===== config.mk =====
export PLATFORM = sky130hd
export DESIGN_NAME = dlf_update_scheduler
export DESIGN_NICKNAME = d
export VERILOG_FILES = /design/src/rtl/dlf_ctrl_pkg.sv /design/src/rtl/dlf_step_adapter.sv /design/src/rtl/dlf_update_scheduler.sv
export SDC_FILE = /design/constraint.sdc
export NUM_CORES = 1
export LEC_CHECK = 0
export ABC_AREA = 1
export CAP_MARGIN = 20
export CORE_UTILIZATION = 42
export CTS_CLUSTER_SIZE = 40
export DETAILED_ROUTE_END_ITERATION = 10
export PLACE_DENSITY_LB_ADDON = 0.3
export SLEW_MARGIN = 30
export SYNTH_ARGS = -nofsm -noshare
export SYNTH_HDL_FRONTEND = slang
export SYNTH_SLANG_ARGS = --single-unit

===== constraint.sdc =====
create_clock -name clk -period 3.51 [get_ports clk]
set_input_delay 0.702 -clock clk [delete_from_list [all_inputs] [get_ports clk]]
set_output_delay 0.702 -clock clk [all_outputs]
set_load 0.005 [all_outputs]

===== src/rtl/dlf_ctrl_pkg.sv =====
// Shared types and constants for the loop-filter update scheduler.
// Holds the FSM state encoding, the correction directions and the correction-step width.
package dlf_ctrl_pkg;

  localparam int STEP_W = 8;

  localparam logic DIR_LAG  = 1'b0;
  localparam logic DIR_LEAD = 1'b1;

  typedef enum logic [1:0] {
    IDLE  = 2'd0,
    ACCUM = 2'd1,
    ISSUE = 2'd2,
    HOLD  = 2'd3
  } state_t;

endpackage


===== src/rtl/dlf_step_adapter.sv =====
// Combinational next-step rule: halve on reversal, double on repeat, capped at cfg_step.
// Zero latency; no handshake. The result is only latched at a threshold crossing.
module dlf_step_adapter
  import dlf_ctrl_pkg::*;
(
  input  logic [STEP_W-1:0] step,
  input  logic [STEP_W-1:0] cfg_step,
  input  logic              prev_dir,
  input  logic              hist_vld,
  input  logic              new_dir,
  output logic [STEP_W-1:0] next_step
);

  logic [STEP_W-1:0] cap;
  logic [STEP_W-1:0] half;
  logic [STEP_W:0]   dbl;

  always_comb begin
    cap  = (cfg_step == '0) ? STEP_W'(1) : cfg_step;
    half = step >> 1;
    if (half == '0) half = STEP_W'(1);
    // One extra bit so doubling a large step saturates instead of wrapping.
    dbl  = {1'b0, step} << 1;

    next_step = step;
    if (hist_vld) begin
      if (new_dir != prev_dir) next_step = half;
      else if (dbl > {1'b0, cap}) next_step = cap;
      else next_step = dbl[STEP_W-1:0];
    end
  end

endmodule


===== src/rtl/dlf_update_scheduler.sv =====
// Integrates lead/lag events and, on a threshold crossing, offers one step-adapted correction.
// Offer appears the cycle after the crossing and is held until dlf_ready; events arriving then are dropped and flagged.
module dlf_update_scheduler
  import dlf_ctrl_pkg::*;
#(
  parameter int THRESH      = 8,
  parameter int HOLDOFF     = 4,
  parameter int LOCK_EVENTS = 32
) (
  input  logic              clk,
  input  logic              rst,
  input  logic              start,
  input  logic [STEP_W-1:0] cfg_step,
  input  logic              pd_valid,
  input  logic              pd_lead,
  output logic              dlf_valid,
  input  logic              dlf_ready,
  output logic [STEP_W-1:0] dlf_master_in,
  output logic              dlf_lead,
  output logic              locked,
  output logic              overrun
);

  localparam int AW = $clog2(THRESH) + 2;
  localparam int LW = $clog2(LOCK_EVENTS + 1);
  localparam int HW = (HOLDOFF > 1) ? $clog2(HOLDOFF) : 1;

  localparam logic signed [AW-1:0] ACC_ONE   = AW'(1);
  localparam logic signed [AW-1:0] POS_T     = AW'(THRESH);
  localparam logic signed [AW-1:0] NEG_T     = -POS_T;
  localparam logic [LW-1:0]        LOCK_MAX  = LW'(LOCK_EVENTS);
  localparam logic [HW-1:0]        HOLD_LOAD = (HOLDOFF > 0) ? HW'(HOLDOFF - 1) : '0;

  state_t state, state_nx;

  logic signed [AW-1:0] acc, acc_inc;
  logic [LW-1:0]        lock_cnt, lock_nx;
  logic [HW-1:0]        hold_cnt;
  logic [STEP_W-1:0]    step, step_nx;
  logic                 prev_dir, hist_vld;
  logic                 start_ok, ev_acc, hit, new_dir, xfer;

  always_comb begin
    start_ok = start && (state != ISSUE);
    ev_acc   = (state == ACCUM) && pd_valid && !start;
    acc_inc  = pd_lead ? (acc + ACC_ONE) : (acc - ACC_ONE);
    hit      = ev_acc && ((acc_inc == POS_T) || (acc_inc == NEG_T));
    new_dir  = pd_lead ? DIR_LEAD : DIR_LAG;
    xfer     = (state == ISSUE) && dlf_ready;
    lock_nx  = (lock_cnt == LOCK_MAX) ? lock_cnt : lock_cnt + 1'b1;
  end

  dlf_step_adapter u_step_adapter (
    .step      (step),
    .cfg_step  (cfg_step),
    .prev_dir  (prev_dir),
    .hist_vld  (hist_vld),
    .new_dir   (new_dir),
    .next_step (step_nx)
  );

  always_ff @(posedge clk or posedge rst) begin
    if (rst) state <= IDLE;
    else     state <= state_nx;
  end

  always_comb begin
    state_nx = state;
    case (state)
      IDLE:    if (start) state_nx = ACCUM;
      ACCUM:   if (!start && hit) state_nx = ISSUE;
      ISSUE:   if (dlf_ready) state_nx = (HOLDOFF > 0) ? HOLD : ACCUM;
      HOLD:    if (start || hold_cnt == '0) state_nx = ACCUM;
      default: state_nx = IDLE;
    endcase
  end

  always_comb begin
    dlf_valid = (state == ISSUE);
  end

  always_ff @(posedge clk or posedge rst) begin
    if (rst) begin
      acc           <= '0;
      lock_cnt      <= '0;
      hold_cnt      <= '0;
      step          <= '0;
      prev_dir      <= DIR_LAG;
      hist_vld      <= 1'b0;
      dlf_master_in <= '0;
      dlf_lead      <= DIR_LAG;
      locked        <= 1'b0;
      overrun       <= 1'b0;
    end else if (start_ok) begin
      acc      <= '0;
      lock_cnt <= '0;
      locked   <= 1'b0;
      overrun  <= 1'b0;
      hist_vld <= 1'b0;
      step     <= (cfg_step == '0) ? STEP_W'(1) : cfg_step;
    end else begin
      if (hit) begin
        acc           <= '0;
        lock_cnt      <= '0;
        locked        <= 1'b0;
        step          <= step_nx;
        dlf_master_in <= step_nx;
        dlf_lead      <= new_dir;
        prev_dir      <= new_dir;
        hist_vld      <= 1'b1;
      end else if (ev_acc) begin
        acc      <= acc_inc;
        lock_cnt <= lock_nx;
        locked   <= (lock_nx == LOCK_MAX);
      end
      if (pd_valid && (state == ISSUE || state == HOLD)) overrun <= 1'b1;
      if (xfer) hold_cnt <= HOLD_LOAD;
      else if (state == HOLD && hold_cnt != '0) hold_cnt <= hold_cnt - 1'b1;
    end
  end

endmodule


# [Yosys cells after proc, flatten, opt, wreduce, memory -nomap -nowiden]
# Cells that the tools add are included.
[op_classes] add_sub_neg=4 multipliers=0 div_mod_pow=0 n_lt_le_gt_ge=1 n_eq_ne=13 n_shift=0 n_mux=30 n_bitwise=1 n_reduce_logical=24
[ops] operator="$mux 8" n=6
[ops] operator="$mux 6" n=4
[ops] operator="$mux 5" n=4
[ops] operator="$logic_not 8->1" n=2
[ops] operator="$eq 6x6->1 const B" n=2
[ops] operator="$mux 2" n=6
[ops] operator="$gt 9x8->1" n=1
[ops] operator="$logic_and 1x1->1" n=8
[ops] operator="$mux 1" n=8
[ops] operator="$pmux 2 s4" n=1
[ops] operator="$reduce_bool 2->1" n=4
[ops] operator="$mux 7" n=1
[ops] operator="$add 6x1->6 const B" n=1
[ops] operator="$ne 2x2->1 const B" n=3
[ops] operator="$add 5x2->5 const B" n=1
[ops] operator="$eq 5x4->1 const B" n=1
[ops] operator="$eq 5x5->1 const B" n=1
[ops] operator="$sub 5x2->5 const B" n=1
[ops] operator="$eq 2x2->1 const B" n=2
[ops] operator="$logic_not 2->1" n=2
[ops] operator="$ne 2x1->1 const B" n=2
[ops] operator="$reduce_and 2->1" n=2
[ops] operator="$reduce_and 4->1" n=1
[ops] operator="$logic_or 1x1->1" n=3
[ops] operator="6 further kinds" n=6
[totals] register_bits=35 latchBits=0 mem_bits_rw=0 rom_bits=0 input_bits=14 output_inout_bits=12 memories=0

# [Longest topological paths before layout]
# Gate-level depths: netlist of run 1.
[depth] ltp_word=8 mapped_depth=15

# [Modules after synthesis]
# Synthesis of run 1 repeated with hierarchy kept, for this count alone.
[unflattened] hier_cells=324 area_unflattened_um2=2353.5
[by_module_without_submodules] module="dlf_update_scheduler" n_inst=1 cells_each=220 area_per_inst_um2=1783.0 seq_area_each_um2=850.8
[by_module_without_submodules] module="dlf_step_adapter" n_inst=1 cells_each=104 area_per_inst_um2=570.5 seq_area_each_um2=0.0

# [Least setup slack after synthesis of run 1]
# Ideal clock, no wire load.
[synth_timing] path_kind="input to register" start="input port pd_lead" end="register step[3]" setup_ns=0.118 arrival_ns=1.990 required_ns=3.392 path_slack_ns=1.402 path_stages=11 n_path_buf=1 cell_sequence="inv_1 ha_1 a21oi_1 nand2_1 xor2_1 nand3_2 buf_6 nand3_1 o21ai_1 inv_1 nand2_1"
[synth_between] elab_chain_len=6 word_cells_on_any_way=12
[synth_lines] element="start: declaration" line="dlf_update_scheduler.sv:15" rtl="input logic pd_lead,"
[synth_lines] element="$mux 1" line="dlf_update_scheduler.sv:48" rtl="new_dir = pd_lead ? DIR_LEAD : DIR_LAG;"
[synth_lines] element="$ne 1x1->1" line="dlf_step_adapter.sv:27" rtl="if (new_dir != prev_dir) next_step = half;"
[synth_lines] element="$mux 8" line="dlf_step_adapter.sv:27"
[synth_lines] element="$mux 8" line="dlf_step_adapter.sv:26" rtl="if (hist_vld) begin"
[synth_lines] element="$mux 8" line="dlf_update_scheduler.sv:102" rtl="if (hit) begin"
[synth_lines] element="$mux 8" line="dlf_update_scheduler.sv:94" rtl="end else if (start_ok) begin"
[synth_lines] element="end signal: assignment" line="dlf_update_scheduler.sv:100" rtl="step <= (cfg_step == '0) ? STEP_W'(1) : cfg_step;"
[synth_lines] element="end signal: assignment" line="dlf_update_scheduler.sv:106" rtl="step <= step_nx;"
[synth_lines] element="end: declaration" line="dlf_update_scheduler.sv:39" rtl="logic [STEP_W-1:0] step, step_nx;"
# Parallel ways exist; a longest one is shown, timed or not. The select of a mux whose other input is x is not followed.
# A chain may end at the register's enable or synchronous reset.

# [Worst setup path in the final report of run 1]
[layout_timing] start="input port pd_lead" end="register step[5]"
# The elaborated chain is that of the path after synthesis.

==> flow_metrics.env, run 1 <==
export IMPL_cts_root_buffer="clkbuf_8"
export IMPL_area_delta_synth_final_pct=18.6
export IMPL_syn_nets=346
export IMPL_h_tree_depth=2
export IMPL_layout_commonest_cell="nand2_1"
export IMPL_synthesis_area_um2=2260
export IMPL_io_pin_count=26
export IMPL_crit_arrival_ns=2.82
export IMPL_rsz0062_at_grt="no"
export IMPL_gp_congestion=0.841
export IMPL_run_status="finished clean"
export IMPL_period_needed_ns=2.65
export IMPL_antenna_found_initial=0
export IMPL_synth_seq_area_share=0.377
export IMPL_grt_pass1_vias=1861
export IMPL_hold_violations=0
export IMPL_antennaDiodeCount=0
export IMPL_cp_start_kind="primary input"
export IMPL_synth_edf_count=0
export IMPL_first_pass_iters=4
export IMPL_tns_ns=0
export IMPL_worst_pin_slew_ns=0.803
export IMPL_synth_seq_cells=34
export IMPL_leakage_nw=1.45
export IMPL_ys_async_sr_fraction=1.00
export IMPL_relSlewSlack=0.462
export IMPL_post_route_drc_count=0
export IMPL_cts_tree="done"
export IMPL_die_width_um=75.3
export IMPL_die_y_um=75.3
export IMPL_power_density_nw_per_um2=648
export IMPL_synth_ff_type="dfrtp_1"
export IMPL_vias_per_cell=4.82
export IMPL_numCtsBuffers=5
export IMPL_drive_above_1_share=0.0669
export IMPL_drtAntennaViolNets=0
export IMPL_fin_crit_sh=0.756
export IMPL_route_vias_total=1995
export IMPL_core_area_um2=5140
export IMPL_drt_iter0_drc=145
export IMPL_hold_class="reg -> reg"
export IMPL_clock_sinks=34
export IMPL_wire_per_inst_um=11.9
export IMPL_grt_overflow=0
export IMPL_utilization=0.520
export IMPL_cts_clk_slew_worst_paths_ns=0.06
export IMPL_grt_usage=0.197
export IMPL_synthDistinctLibCells=29
export IMPL_fin_skew_ns=0.00617
export IMPL_clk_path_buf_depth=2
export IMPL_cts_setup_buffers=0
export IMPL_maxSlewViolCount=0
export IMPL_final_setup_viol_count=0
export IMPL_start_util=0.439
export IMPL_io_buffers=25
export IMPL_fmaxAchievable_mhz=377
export IMPL_ir_drop_v=0.000375
export IMPL_fin_nets=377
export IMPL_grt_max_degree=23
export IMPL_yosys_warnings=0
export IMPL_final_cell_mix="nand2_1, inv_1, dfrtp_1, nand3_1, clkdlybuf4s50_1"
export IMPL_worst_skew_pair_late_latency_ns=0.29
export IMPL_grt_pass1_wl_mm=8.24
export IMPL_critPathCaptureType="flop"
export IMPL_post_cts_resized=0
export IMPL_dieArea_um2=5670
export IMPL_drt_total_wl_mm=4.94
export IMPL_path_class="in -> reg"
export IMPL_hpwl_mm=3.75
export IMPL_hold_buffers=0
export IMPL_cp_max_fo=18
export IMPL_fp_row_count=26
export IMPL_synthCells=314
export IMPL_avgSynthCellArea_um2=7.18
export IMPL_maxCapViolCount=0
export IMPL_critPathRequiredTime_ns=3.68
## per-layer routing
metal / routed length, µm / share of wire / global-route usage
met2: 2350 / 0.48 / 0.333
met4: 67 / 0.014 / 0.0617
met3: 156 / 0.032 / 0.0437
met5: 0 / 0 / 0
met1: 2370 / 0.48 / 0.252
## critical path, cell delays in order
cell and delay [ns]:
clkdlybuf4s50_1 0.53, inv_1 0.12, ha_1 0.35, a21oi_1 0.18, nand2_1 0.08, xor2_1 0.21
nand3_2 0.17, buf_4 0.24, nand3_1 0.08, o21ai_1 0.06, inv_1 0.06, nand2_1 0.05
## registers in the layout, indices dropped and copies added, names as in the netlist
name,cells
acc,4
prev_dir,1
overrun,1
lock_cnt,6
dlf_master_in,8
step,8
hold_cnt,2
hist_vld,1
locked,1
state,2
## final cells by class
type,count,area (µm²)
inverters,55,206
flip-flops and latches,34,851
fillers,542,2460
well taps,70,87.6
multi-input cells,221,1170
repair buffers,28,273
clock buffers,6,82.6
## cell usage after synthesis (4+ instances only)
master   count  share of area
a21oi_1     10          0.022
dfrtp_1     34           0.38
ha_1        17          0.094
inv_1       51          0.085
inv_2        4         0.0067
nand2_1     96           0.16
nand3_1     27          0.060
nor2_1      19          0.032
o21ai_0     17          0.038
o21ai_1      9          0.020
## cells by family (layout without fill, tap and decap cells)
| kind of cell | after synthesis | in the layout | share of synthesized area |
|---|---|---|---|
| buffers and inverters | 59 | 89 | 0.102 |
| XOR/XNOR | 5 | 5 | 0.0194 |
| AO/OA/AOI/OAI | 40 | 40 | 0.0943 |
| adder cells (fa/ha/maj) | 18 | 18 | 0.103 |
| flip-flops | 34 | 34 | 0.377 |
| AND/OR/NAND/NOR | 158 | 158 | 0.304 |
## where the power goes
part | leakage (nW) | internal [mW] | total, mW | switching [mW]
clock | 0.0431 | 0.151 | 0.290 | 0.139
sequential | 0.444 | 0.530 | 0.670 | 0.140
combinational | 0.960 | 0.364 | 0.774 | 0.411
## worst paths after layout
path / start / to / slack [ns] / depth (start not counted)
setup / recovery: pd_lead / step[5] / 0.86 / 12
hold / removal: dlf_master_in[6] / dlf_master_in[6] / 0.48 / 2
setup reg to reg: acc[0] / step[5] / 1.53 / 10
hold reg to reg: dlf_master_in[6] / dlf_master_in[6] / 0.48 / 2
max in group asynchronous: rst / lock_cnt[4] / 2.20 / 3
min in group asynchronous: rst / lock_cnt[2] / 0.77 / 2
## metrics by stage
stage | power, mW | area, µm² | hold slack [ns] | worst slack, ns | std cells
finish | 1.73 | 2680 | 0.484 | 0.858 | 414
global route | 1.91 | 2680 | 0.503 | 0.693 | 414
CTS | 1.75 | 2680 | 0.488 | 0.882 | 414
detailed placement | 1.45 | 2590 | 0.469 | 0.581 | 408
global placement | 1.43 | 2590 | 0.478 | 0.668 | 408
floorplan | 1.18 | 2260 | 0.453 | 1.40 | 314
Power figures use the tool's default switching activity.
==> run 2: changes to the inputs <==
clock period = 2.6 ns   (was 3.51 ns; I/O delays follow)
==> run 2 against run 1 <==
Final area is 2.4% higher. Global-route usage is 0.50 points lower. Critical path depth stayed put. Flip-flop and latch count stayed put. Setup slack worse by 0.57 ns. Power is 40% higher. Critical path type unchanged. Count of clock-buffer cells in the layout is 1 lower. Die area stayed put. Largest power group unchanged. Combinational power is 37% higher. Cell count is 1.7% higher.
==> flow_metrics.env, run 2 (synthesis gave the netlist of run 1 again) <==
export IMPL_vias_per_cell=4.73
export IMPL_pwr_share_clk=0.195
export IMPL_gp_congestion=0.841
export IMPL_grt_max_degree=35
export IMPL_cts_tree="done"
export IMPL_post_route_drc_count=0
export IMPL_worstHoldStart="dlf_master_in[6]"
export IMPL_numCtsBuffers=5
export IMPL_grt_usage=0.192
export IMPL_fin_nets=382
export IMPL_core_area_um2=5140
export IMPL_route_vias_total=1990
export IMPL_critPathRequiredTime_ns=2.78
export IMPL_swShare=0.382
export IMPL_cp_start_kind="primary input"
export IMPL_ir_drop_v=0.000549
export IMPL_maxSlewViolCount=0
export IMPL_worst_skew_pair_late_latency_ns=0.29
export IMPL_start_util=0.439
export IMPL_hold_class="reg -> reg"
export IMPL_fmaxAchievable_mhz=432
export IMPL_place_area_um2=2630
export IMPL_period_needed_ns=2.31
export IMPL_path_class="in -> reg"
export IMPL_reg_top3="dlf_master_in: 8 flops, step: 8 flops, lock_cnt: 6 flops"
export IMPL_final_cells=421
export IMPL_whs_ns=0.483
export IMPL_area_delta_synth_final_pct=21.4
export IMPL_hold_violations=0
export IMPL_tns_ns=0
export IMPL_die_width_um=75.3
export IMPL_cts_root_buffer="clkbuf_8"
export IMPL_drive_above_1_share=0.0855
export IMPL_antennaDiodeCount=0
export IMPL_cp_startpoint="pd_lead"
export IMPL_fin_crit_sh=0.890
export IMPL_power_density_nw_per_um2=889
export IMPL_r2r_start="acc[0]"
export IMPL_hold_buffers=0
export IMPL_rsz0062_at_grt="no"
export IMPL_total_power_mw=2.43
export IMPL_maxCapViolCount=0
export IMPL_p_comb_frac=0.434
export IMPL_crit_arrival_ns=2.49
export IMPL_grt_pass1_wl_mm=8.14
export IMPL_run_status="finished clean"
export IMPL_leakage_nw=1.49
export IMPL_critPathCaptureType="flop"
export IMPL_layout_setup_ws_ns=0.287
export IMPL_layout_commonest_cell="nand2_1"
export IMPL_final_cell_mix="nand2_1, inv_1, dfrtp_1, nand3_1, clkdlybuf4s50_1"
export IMPL_first_pass_iters=4
export IMPL_final_area_um2=2740
export IMPL_relSlewSlack=0.718
export IMPL_cp_max_fo=10
export IMPL_io_buffers=25
export IMPL_dp_cells=413
export IMPL_cts_setup_buffers=0
export IMPL_worst_pin_slew_ns=0.423
export IMPL_post_cts_resized=0
export IMPL_fin_skew_ns=0.00295
export IMPL_cts_clk_slew_worst_paths_ns=0.07
export IMPL_p_sw_mw=0.931
export IMPL_place_worst_setup_slack_ns=-0.0386
export IMPL_drt_total_wl_mm=4.77
export IMPL_nFillCells=531
export IMPL_grt_pass1_vias=1877
export IMPL_io_pin_count=26
export IMPL_die_y_um=75.3
export IMPL_grt_overflow=0
export IMPL_drt_iter0_drc=150
export IMPL_antenna_found_initial=0
export IMPL_final_setup_viol_count=0
export IMPL_hpwl_mm=3.61
export IMPL_power_internal_mw=1.50
export IMPL_pwr_share_seq=0.371
export IMPL_drtAntennaViolNets=0
export IMPL_dieArea_um2=5670
export IMPL_clk_path_buf_depth=2
export IMPL_fp_row_count=26
export IMPL_clock_sinks=34
export IMPL_wire_per_inst_um=11.3
export IMPL_h_tree_depth=2
export IMPL_utilization=0.533
run 2: changes by cell type in the layout (fill, tap and decap cells not counted), sizes merged:
cell / before / now
buf: 3 / 8
bufinv: 0 / 1
clkbuf: 6 / 5
clkinv: 1 / 2
inv: 54 / 55
run 2: final cells by class:
class / instances / area [µm²] / area share
clock inverters: 3 / 40.0 / 0.0146
flip-flops and latches: 34 / 851 / 0.311
well taps: 70 / 87.6 / 0.0320
clock buffers: 5 / 68.8 / 0.0251
inverters: 55 / 206 / 0.0754
repair buffers: 33 / 310 / 0.113
multi-input cells: 221 / 1170 / 0.429
run 2: power groups by stage:
stage	logic [mW]	registers, mW	clock network (mW)
2_1_floorplan	0.724	0.869	0
3_3_place_gp	1.04	0.910	0
4_1_cts	1.07	0.905	0.487
6_report	1.06	0.903	0.475
3_5_place_dp	1.06	0.915	0
5_1_grt	1.24	0.939	0.509
run 2: path summary, 6_finish.rpt:
| path | end | slack, ns | cells after the start |
|---|---|---|---|
| hold / removal | dlf_master_in[6] | 0.48 | 2 |
| setup reg to reg | step[3] | 0.71 | 10 |
| min in group asynchronous | step[3] | 0.62 | 3 |
| setup / recovery | step[3] | 0.29 | 12 |
| max in group asynchronous | dlf_master_in[6] | 1.68 | 3 |
| hold reg to reg | dlf_master_in[6] | 0.48 | 2 |
run 2: critical path, stage by stage:
cell and delay [ns]:
clkdlybuf4s50_1 0.47, inv_1 0.09, ha_1 0.35, a21oi_1 0.17
nand2_1 0.08, xor2_1 0.19, nand3_2 0.16, buf_4 0.21
nand3_1 0.07, o21ai_1 0.06, inv_1 0.06, nand2_1 0.05
run 2: metal layers:
layer | vias up | global-route usage | part of all wire
met1 | 901 | 0.243 | 0.47
met3 | 7 | 0.0317 | 0.028
li1 | 1059 | - | -
met4 | 0 | 0.0700 | 0.015
met5 | - | 0 | 0
met2 | 23 | 0.331 | 0.49
